--- config.mk ---
export PLATFORM = sky130hd
export DESIGN_NAME = serial_add_ctrl
export DESIGN_NICKNAME = d
export VERILOG_FILES = /design/src/rtl/serial_add_pkg.sv /design/src/rtl/basic_cell.sv /design/src/rtl/serial_add_ctrl.sv
export SDC_FILE = /design/constraint.sdc
export NUM_CORES = 1
export LEC_CHECK = 0
export ABC_AREA = 1
export BUFFER_PORTS_ARGS = -buffer_cell sky130_fd_sc_hd__buf_2
export CAP_MARGIN = 20
export CELL_PAD_IN_SITES_DETAIL_PLACEMENT = 0
export CELL_PAD_IN_SITES_GLOBAL_PLACEMENT = 1
export CORE_MARGIN = 2
export CORE_UTILIZATION = 36
export CTS_CLUSTER_DIAMETER = 200
export DETAILED_ROUTE_END_ITERATION = 12
export MAX_ROUTING_LAYER = met4
export PLACE_DENSITY = 0.73
export SLEW_MARGIN = 20
export SYNTH_ARGS = -nofsm -noshare
export SYNTH_HDL_FRONTEND = slang
export SYNTH_HIERARCHICAL = 1
export SYNTH_SLANG_ARGS = --single-unit
--- constraint.sdc ---
create_clock -name clk -period 2 [get_ports clk]
set_clock_uncertainty 0.2 [all_clocks]
set_input_delay 0.2 -clock clk [delete_from_list [all_inputs] [get_ports clk]]
set_output_delay 0.2 -clock clk [all_outputs]
set_load 0.02 [all_outputs]
--- src/rtl/serial_add_pkg.sv ---
// Shared definitions for the bit-serial adder sequencer.
package serial_add_pkg;

  // Default operand/sum width
  localparam int unsigned DefaultWidth = 8;

  // Controller state encoding
  typedef enum logic [1:0] {
    StIdle = 2'd0,
    StRun  = 2'd1,
    StDone = 2'd2
  } state_e;

endpackage

--- src/rtl/basic_cell.sv ---
// Basic_Cell: single-bit full-adder cell producing sum, propagate and generate.
module basic_cell (
  input  logic x,
  input  logic y,
  input  logic c,
  output logic s,
  output logic p,
  output logic g
);

  // Plain full-adder equations
  always_comb begin
    p = x ^ y;
    g = x & y;
    s = p ^ c;
  end

endmodule

--- src/rtl/serial_add_ctrl.sv ---
// Bit-serial adder sequencer: one shared full-adder cell, LSB first, one bit
// per cycle, with start/busy/done handshake and registered results.
module serial_add_ctrl
  import serial_add_pkg::*;
#(
  parameter int unsigned WIDTH = DefaultWidth,
  parameter int unsigned CNT_W = $clog2(WIDTH)
) (
  input  logic             clk,
  input  logic             rst_n,
  input  logic             start,
  input  logic             abort,
  input  logic [WIDTH-1:0] a,
  input  logic [WIDTH-1:0] b,
  input  logic             cin,
  output logic             busy,
  output logic             done,
  output logic [WIDTH-1:0] sum,
  output logic             cout,
  output logic             grp_p,
  output logic             ovf
);

  localparam logic [CNT_W-1:0] LastIdx = CNT_W'(WIDTH - 1);

  state_e             state_q, state_d;
  logic [WIDTH-1:0]   a_q, a_d, b_q, b_d;
  logic [WIDTH-1:0]   acc_q, acc_d;
  logic [WIDTH-1:0]   sum_q, sum_d;
  logic [CNT_W-1:0]   idx_q, idx_d;
  logic               carry_q, carry_d;
  logic               p_acc_q, p_acc_d;
  logic               cout_q, cout_d;
  logic               grp_p_q, grp_p_d;
  logic               ovf_q, ovf_d;

  logic cell_s, cell_p, cell_g;
  logic carry_next;

  basic_cell u_cell (
    .x (a_q[idx_q]),
    .y (b_q[idx_q]),
    .c (carry_q),
    .s (cell_s),
    .p (cell_p),
    .g (cell_g)
  );

  assign carry_next = cell_g | (cell_p & carry_q);

  // Next-state and datapath update for the sequencer
  always_comb begin
    state_d = state_q;
    a_d     = a_q;
    b_d     = b_q;
    acc_d   = acc_q;
    sum_d   = sum_q;
    idx_d   = idx_q;
    carry_d = carry_q;
    p_acc_d = p_acc_q;
    cout_d  = cout_q;
    grp_p_d = grp_p_q;
    ovf_d   = ovf_q;

    unique case (state_q)
      StIdle, StDone: begin
        if (start) begin
          a_d     = a;
          b_d     = b;
          carry_d = cin;
          acc_d   = '0;
          p_acc_d = 1'b1;
          idx_d   = '0;
          state_d = StRun;
        end else begin
          state_d = StIdle;
        end
      end
      StRun: begin
        // abort wins over the last-bit transition and leaves results untouched
        if (abort) begin
          state_d = StIdle;
        end else begin
          acc_d[idx_q] = cell_s;
          carry_d      = carry_next;
          p_acc_d      = p_acc_q & cell_p;
          if (idx_q == LastIdx) begin
            // carry_q here is the carry into the MSB
            state_d = StDone;
            sum_d   = acc_d;
            cout_d  = carry_next;
            grp_p_d = p_acc_q & cell_p;
            ovf_d   = carry_q ^ carry_next;
          end else begin
            idx_d = idx_q + 1'b1;
          end
        end
      end
      default: state_d = StIdle;
    endcase
  end

  // State and datapath registers
  always_ff @(posedge clk or negedge rst_n) begin
    if (!rst_n) begin
      state_q <= StIdle;
      a_q     <= '0;
      b_q     <= '0;
      acc_q   <= '0;
      sum_q   <= '0;
      idx_q   <= '0;
      carry_q <= 1'b0;
      p_acc_q <= 1'b0;
      cout_q  <= 1'b0;
      grp_p_q <= 1'b0;
      ovf_q   <= 1'b0;
    end else begin
      state_q <= state_d;
      a_q     <= a_d;
      b_q     <= b_d;
      acc_q   <= acc_d;
      sum_q   <= sum_d;
      idx_q   <= idx_d;
      carry_q <= carry_d;
      p_acc_q <= p_acc_d;
      cout_q  <= cout_d;
      grp_p_q <= grp_p_d;
      ovf_q   <= ovf_d;
    end
  end

  assign busy  = (state_q == StRun);
  assign done  = (state_q == StDone);
  assign sum   = sum_q;
  assign cout  = cout_q;
  assign grp_p = grp_p_q;
  assign ovf   = ovf_q;

endmodule
### Yosys cells after proc, flatten, opt, wreduce, memory -nomap -nowiden

Index checks and enable logic that the tools add are counted.
Widths: inputs -> output; s select.

| word-level totals | value |
|---|---|
| register bits | 42 |
| input port bits | 21 |
| output and inout port bits | 13 |
| word-level logic and storage cells | 61 |

| cells by class | value |
|---|---|
| $add $sub $neg | 1 |
| magnitude comparators | 2 |
| eq/ne operators | 7 |
| muxes and demuxes | 24 |
| bitwise logic cells | 8 |
| reduce and logical (&&, ||, !) cells | 8 |

Operators by type and width:

| cell | number |
|---|---|
| $mux 8 | 2 |
| $pmux 8 s2 | 1 |
| $mux 3 | 3 |
| $bwmux 8 | 1 |
| $mux 1 | 8 |
| $bmux 1 s3 | 2 |
| $ne 2x2->1 const B | 3 |
| $pmux 3 s2 | 1 |
| $reduce_and 3->1 | 2 |
| $lt 3x4->1 const B | 1 |
| $mux 2 | 2 |
| $pmux 1 s2 | 2 |
| $pmux 2 s2 | 1 |
| $reduce_and 4->1 | 1 |
| $add 3x1->3 const B | 1 |
| $and 1x1->1 | 3 |
| $demux 1 s3 | 1 |
| $eq 3x3->1 const B | 1 |
| $ge 3x1->1 const B | 1 |
| $ne 3x2->1 const B | 1 |
| $xor 1x1->1 | 3 |
| $eq 2x1->1 const B | 1 |
| $eq 2x2->1 const B | 1 |
| $logic_not 2->1 | 1 |
| other kinds (6) | 6 |

### Logic depth before layout (Yosys ltp)

| logic depth | value |
|---|---|
| word-level depth | 7 |
| depth in mapped cells | 17 |
| mapped depth without buffers | 15 |

### Hierarchy

Netlist, hierarchy kept.

By module, submodules not included:

| module | times used | cells an instance | area an instance (µm²) | sequential area each (µm²) |
|---|---|---|---|---|
| serial_add_ctrl | 1 | 275 | 2,038.2 | 1,051.0 |
| basic_cell | 1 | 6 | 31.3 | 0.0 |

### Worst setup path before layout

No wires, ideal clock.

| timing path | value |
|---|---|
| path kind | register to register |
| from | reg idx_q[0] |
| to | reg sum_q[7] (netlist: sum[7]) |
| setup time | 0.065 ns |
| data arrival time | 1.901 ns |
| required time | 1.735 ns |
| path slack | -0.166 ns |
| stages on the path, launching flop included | 18 |
| buffers on the path | 2 |
| clock period less this slack | 2.166 ns |
| cell sequence | dfrtp_1 > buf_2 > inv_2 > buf_4 > nand2_1 > nand2_1 > nand2_1 > nand2_1 > nand2_1 > nand2_1 > ha_1 > inv_1 > nand2_1 > nand2_1 > inv_1 > o21ai_0 > nand2_1 > nand2_1 |

| between the ends | value |
|---|---|
| word-level cells in the longest chain between the ends | 5 |
| elaborated cells on any way between the ends | 14 |
| those cells by class | order compare (2); eq/ne (1); mux (7); bitwise (2); reduce/logical (2) |

Ends and longest elaborated chain:

| item | line | text |
|---|---|---|
| from (decl) | serial_add_ctrl.sv:30 | `logic [CNT_W-1:0] idx_q, idx_d;` |
| from (signal assigned) | serial_add_ctrl.sv:123 | `idx_q <= idx_d;` |
| $bmux 1 s3 (on tied branches) | serial_add_ctrl.sv:41, serial_add_ctrl.sv:42 |  |
| $mux 1 (on tied branches) | serial_add_ctrl.sv:41, serial_add_ctrl.sv:42 |  |
| $xor 1x1->1 * | basic_cell.sv:13 | `p = x ^ y;` |
| via cell_p | serial_add_ctrl.sv:37 | `logic cell_s, cell_p, cell_g;` |
| $xor 1x1->1 * | basic_cell.sv:15 | `s = p ^ c;` |
| via cell_s | serial_add_ctrl.sv:37 |  |
| $bwmux 8 * | serial_add_ctrl.sv:84 | `acc_d[idx_q] = cell_s;` |
| to (signal assigned) | serial_add_ctrl.sv:122 | `sum_q <= sum_d;` |
| to (decl) | serial_add_ctrl.sv:29 | `logic [WIDTH-1:0] sum_q, sum_d;` |

Mark *: on every way through the listed nets, which the timed path passes. The rest lies on a longest branch. The select of a mux whose other input is x is not followed.
A chain may end at the register's enable or synchronous reset.

### Worst setup path after layout

| timing path | value |
|---|---|
| from | reg idx_q[0] |
| to | reg sum_q[4] (netlist: sum[4]) |

The elaborated chain is that of the path after synthesis.

==> flow_summary_export.csv <==
group,metric,value,unit
global_route,antenna_found_initial,0,
timing,fin_crit,2.00,ns
pwr,swShare,37.8,%
global_route,track_usage,17.0,%
worst_setup_path,worst-path-buf-inv,3,
pwr,pwr-share-comb,41.7,%
worst_setup_path,cp_data_arrival_time,2.00,ns
pwr,vdd_ir_drop_max,0.407,mV
drt,drt-pass1-iter-count,4,
drt,antenna_left,0,
timing,fin_crit_sh,100,%
clock_tree,htree_levels,2,
clock_tree,clk_path_buf_depth,2,
worst_setup_path,critPathSlowestCell,"dfrtp_2",
floorplanning,fp.dieH,79.8,um
job,maxCapViolations,0,
worst_setup_path,crit_path_end_kind,"flop",
placed_design,dpl_worst_slack,-0.0536,ns
logic_synthesis,yosys.area_share.xor_xnor,0,%
worst_setup_path,r2r_setup_slack,0.00008,ns
placed_design,dp_hpwl,3.16,mm
logic_synthesis,synth_simple_gate_area_share,40.5,%
global_route,grt_max_degree,23,
logic_synthesis,synth_top_family_by_area,"simple AND/OR/NAND/NOR gates",
layout,final_common_cell,"nand2_1",
pwr,pwr_density_cell,1050,nW/um2
pwr,p_int,0.00178,W
global_route,grt_pass1_vias,1887,
floorplanning,die_width,79.8,um
pwr,seqPwrFrac,38.2,%
logic_synthesis,avgSynthCellArea,7.36,um2
placed_design,numPortBuffers,33,
logic_synthesis,ys_seq_elements,42,
floorplanning,core_area,5540,um2
logic_synthesis,syn-num-nets,305,
global_route,grt-ovfl-total,0,
logic_synthesis,synthMuxAreaShare,0,%
floorplanning,die-area,6370,um2
timing,fmax,500,MHz
logic_synthesis,netlist_instances,281,
clock_tree,cts_root_buf,"clkbuf_8",
timing,maxSlewViolCount,0,
worst_setup_path,critical_path.cell_chain,"buf_6, nand2_1, nand2_1, nand2_1, nand2_1, nand2_1, nand2_2, ha_4, inv_2, nand2_2, nand2_4, inv_4, nand4_1, nand3_1, nand2_1",
timing,rsz0062_at_grt,"true",
worst_setup_path,cp_max_fo,6,
logic_synthesis,mappedNetlistArea,2070,um2
clock_tree,numCtsBuffers,5,
placed_design,gp_congestion,0.772,
timing,relSlewSlack,64.3,%
layout,diodes,0,
min_path,hp-class,"in -> reg",
logic_synthesis,synth-compound-area-share,1.39,%
logic_synthesis,synth_fa_ha_area_share,1.81,%
worst_setup_path,worstSetupPathType,"reg -> reg",
pwr,p_sw,0.00108,W
layout,final_cell_mix,"nand2_1 (164), dfrtp_1 (41), buf_2 (33), dlygate4sd3_1 (17), nand3_1 (16)",
placed_design,dpl_cell_area,2420,um2
worst_setup_path,crit_path_frequent_cell,"nand2_1",
worst_setup_path,worst_ep_required_time,2.00,ns
timing,max_slew.worst_pin.slew,0.535,ns
clock_tree,clkLatencyLatePin,0.30,ns
logic_synthesis,synth-seq-area-share,50.8,%
clock_tree,path_clk_slew,0.08,ns
drt,drcViolationCount,0,
layout,finalNetCount,369,
floorplanning,fp-row-count,27,
layout,instances_no_fill,418,
global_route,grt_first_pass_wirelength,8.17,mm
logic_synthesis,ys_types,19,
layout,fin_area,2730,um2
timing,timing.final.ws_setup,0.0000799,ns
pwr,leakagePower,1.57,nW
worst_setup_path,crit_family,"simple AND/OR/NAND/NOR gates",
drt,wire_per_inst,11.0,um
drt,totalWireLength,4.59,mm
pwr,clock_power_share,20.1,%
clock_tree,cts_sinks,42,
timing,setup_viol,0,
layout,final_layout_size_suffix_gt1_share,23.7,%
floorplanning,ios,34,
drt,via_per_inst,4.39,
worst_setup_path,slowest_delay,0.44,ns
timing,hold_viol,0,
status,status,"completed",
drt,vias,1835,
floorplanning,start_util,37.4,%
worst_setup_path,startpoint_type,"flop",
layout,nFillCells,579,
logic_synthesis,yosysWarnings,6,
placed_design,placed_cells,393,
clock_tree,cts_tree,"built",
drt,drt-initial-drc-count,29,
layout,area_delta_synth_final,32.0,%
==> path summary, 6_finish.rpt <==
check                          from       end  depth (start not counted)
min in group asynchronous     rst_n  acc_q[3]                          2
setup / recovery           idx_q[0]    sum[4]                         15
hold / removal                  cin   carry_q                          5
setup reg to reg           idx_q[0]    sum[4]                         15
hold reg to reg              sum[1]    sum[1]                          2
max in group asynchronous     rst_n  idx_q[0]                          3
==> flip-flops by register name, summed over array words and instances (netlist names) <==
register,cells
a_q,8
cout,1
sum,8
idx_q,3
b_q,8
state_q,2
p_acc_q,1
ovf,1
carry_q,1
acc_q,8
grp_p,1
==> cell families after synthesis <==
family,count (synthesis)
and+or+nand+nor,206
buffers and inverters,25
DFF,42
AOI/OAI and AO/OA,5
adders and majority gates,3
==> worst reg2reg max path, delay by kind of cell, from the launching register on <==
family                   cells  cell delay (ns)
AND/OR/NAND/NOR             11             0.74
flip-flops                   1             0.44
adder cells (fa/ha/maj)      1             0.29
buffers and inverters        3             0.25
==> layout make-up <==
cell class | instances | area (um2) | area share (%)
Timing Repair Buffer | 66 | 475 | 17.4
Clock buffer | 7 | 86.3 | 3.16
Multi-Input combinational cell | 214 | 957 | 35.0
Inverter | 16 | 65.1 | 2.38
Tap cell | 72 | 90.1 | 3.30
Clock inverter | 1 | 5.00 | 0.183
Sequential cell | 42 | 1050 | 38.5
==> repair_timing <==
item / 4_1_cts / 5_1_grt
gates resized for setup: 7 / 10
endpoints found under the setup margin: 7 / 20
hold buffers: 17 / 0
pin swaps: 9 / 13
cloned: 0 / 0
endpoints found under the hold margin: 37 / 0
setup buffers: 0 / 0
==> power by group through the flow <==
stage                     logic [W]  clock network [W]  registers [W]
after floorplan            0.000744                  0        0.00109
after detailed placement    0.00106                  0        0.00110
after global routing        0.00135           0.000633        0.00112
after CTS                   0.00116           0.000600        0.00109
final                       0.00120           0.000575        0.00110
after global placement      0.00106                  0        0.00110
==> synth_stat cells <==
master / count / area, um2
nand4_1: 5 / 31.3
nor2_8: 1 / 20.0
nand3_1: 16 / 80.1
nand3b_1: 1 / 7.51
buf_4: 1 / 7.51
inv_2: 2 / 7.51
o21ai_0: 2 / 10.0
a21oi_1: 2 / 10.0
ha_1: 3 / 37.5
buf_6: 1 / 11.3
nor2_2: 2 / 12.5
nand2_2: 2 / 12.5
buf_2: 7 / 35.0
dfrtp_1: 42 / 1050
nand2_1: 175 / 657
inv_1: 14 / 52.6
or2_2: 1 / 6.26
o21ai_2: 1 / 8.76
nor2_1: 3 / 11.3
==> per-stage QoR <==
stage / power, W / hold slack (ns) / utilization, % / setup TNS [ns]
4_1_cts: 0.00285 / 0.0287 / 48.8 / 0
5_1_grt: 0.00310 / 0.0532 / 49.3 / -1.31
3_5_place_dp: 0.00217 / 0.0139 / 43.7 / -0.159
2_1_floorplan: 0.00183 / -0.296 / - / 0
6_report: 0.00287 / 0.0262 / 49.3 / 0
3_3_place_gp: 0.00216 / 0.00736 / 43.7 / -0.0762
==> routing by layer <==
layer  routed length, um  GRT usage [%]  part of all wire (%)  vias up
met2                2260           29.7                    49       27
met4                  59           4.92                   1.3        0
met1                2110           19.0                    46      817
met5                   0              -                     0        -
met3                 165           4.75                   3.6        7
li1                    -              -                     -      984
Note: power is estimated with default switching activity, not from simulation.
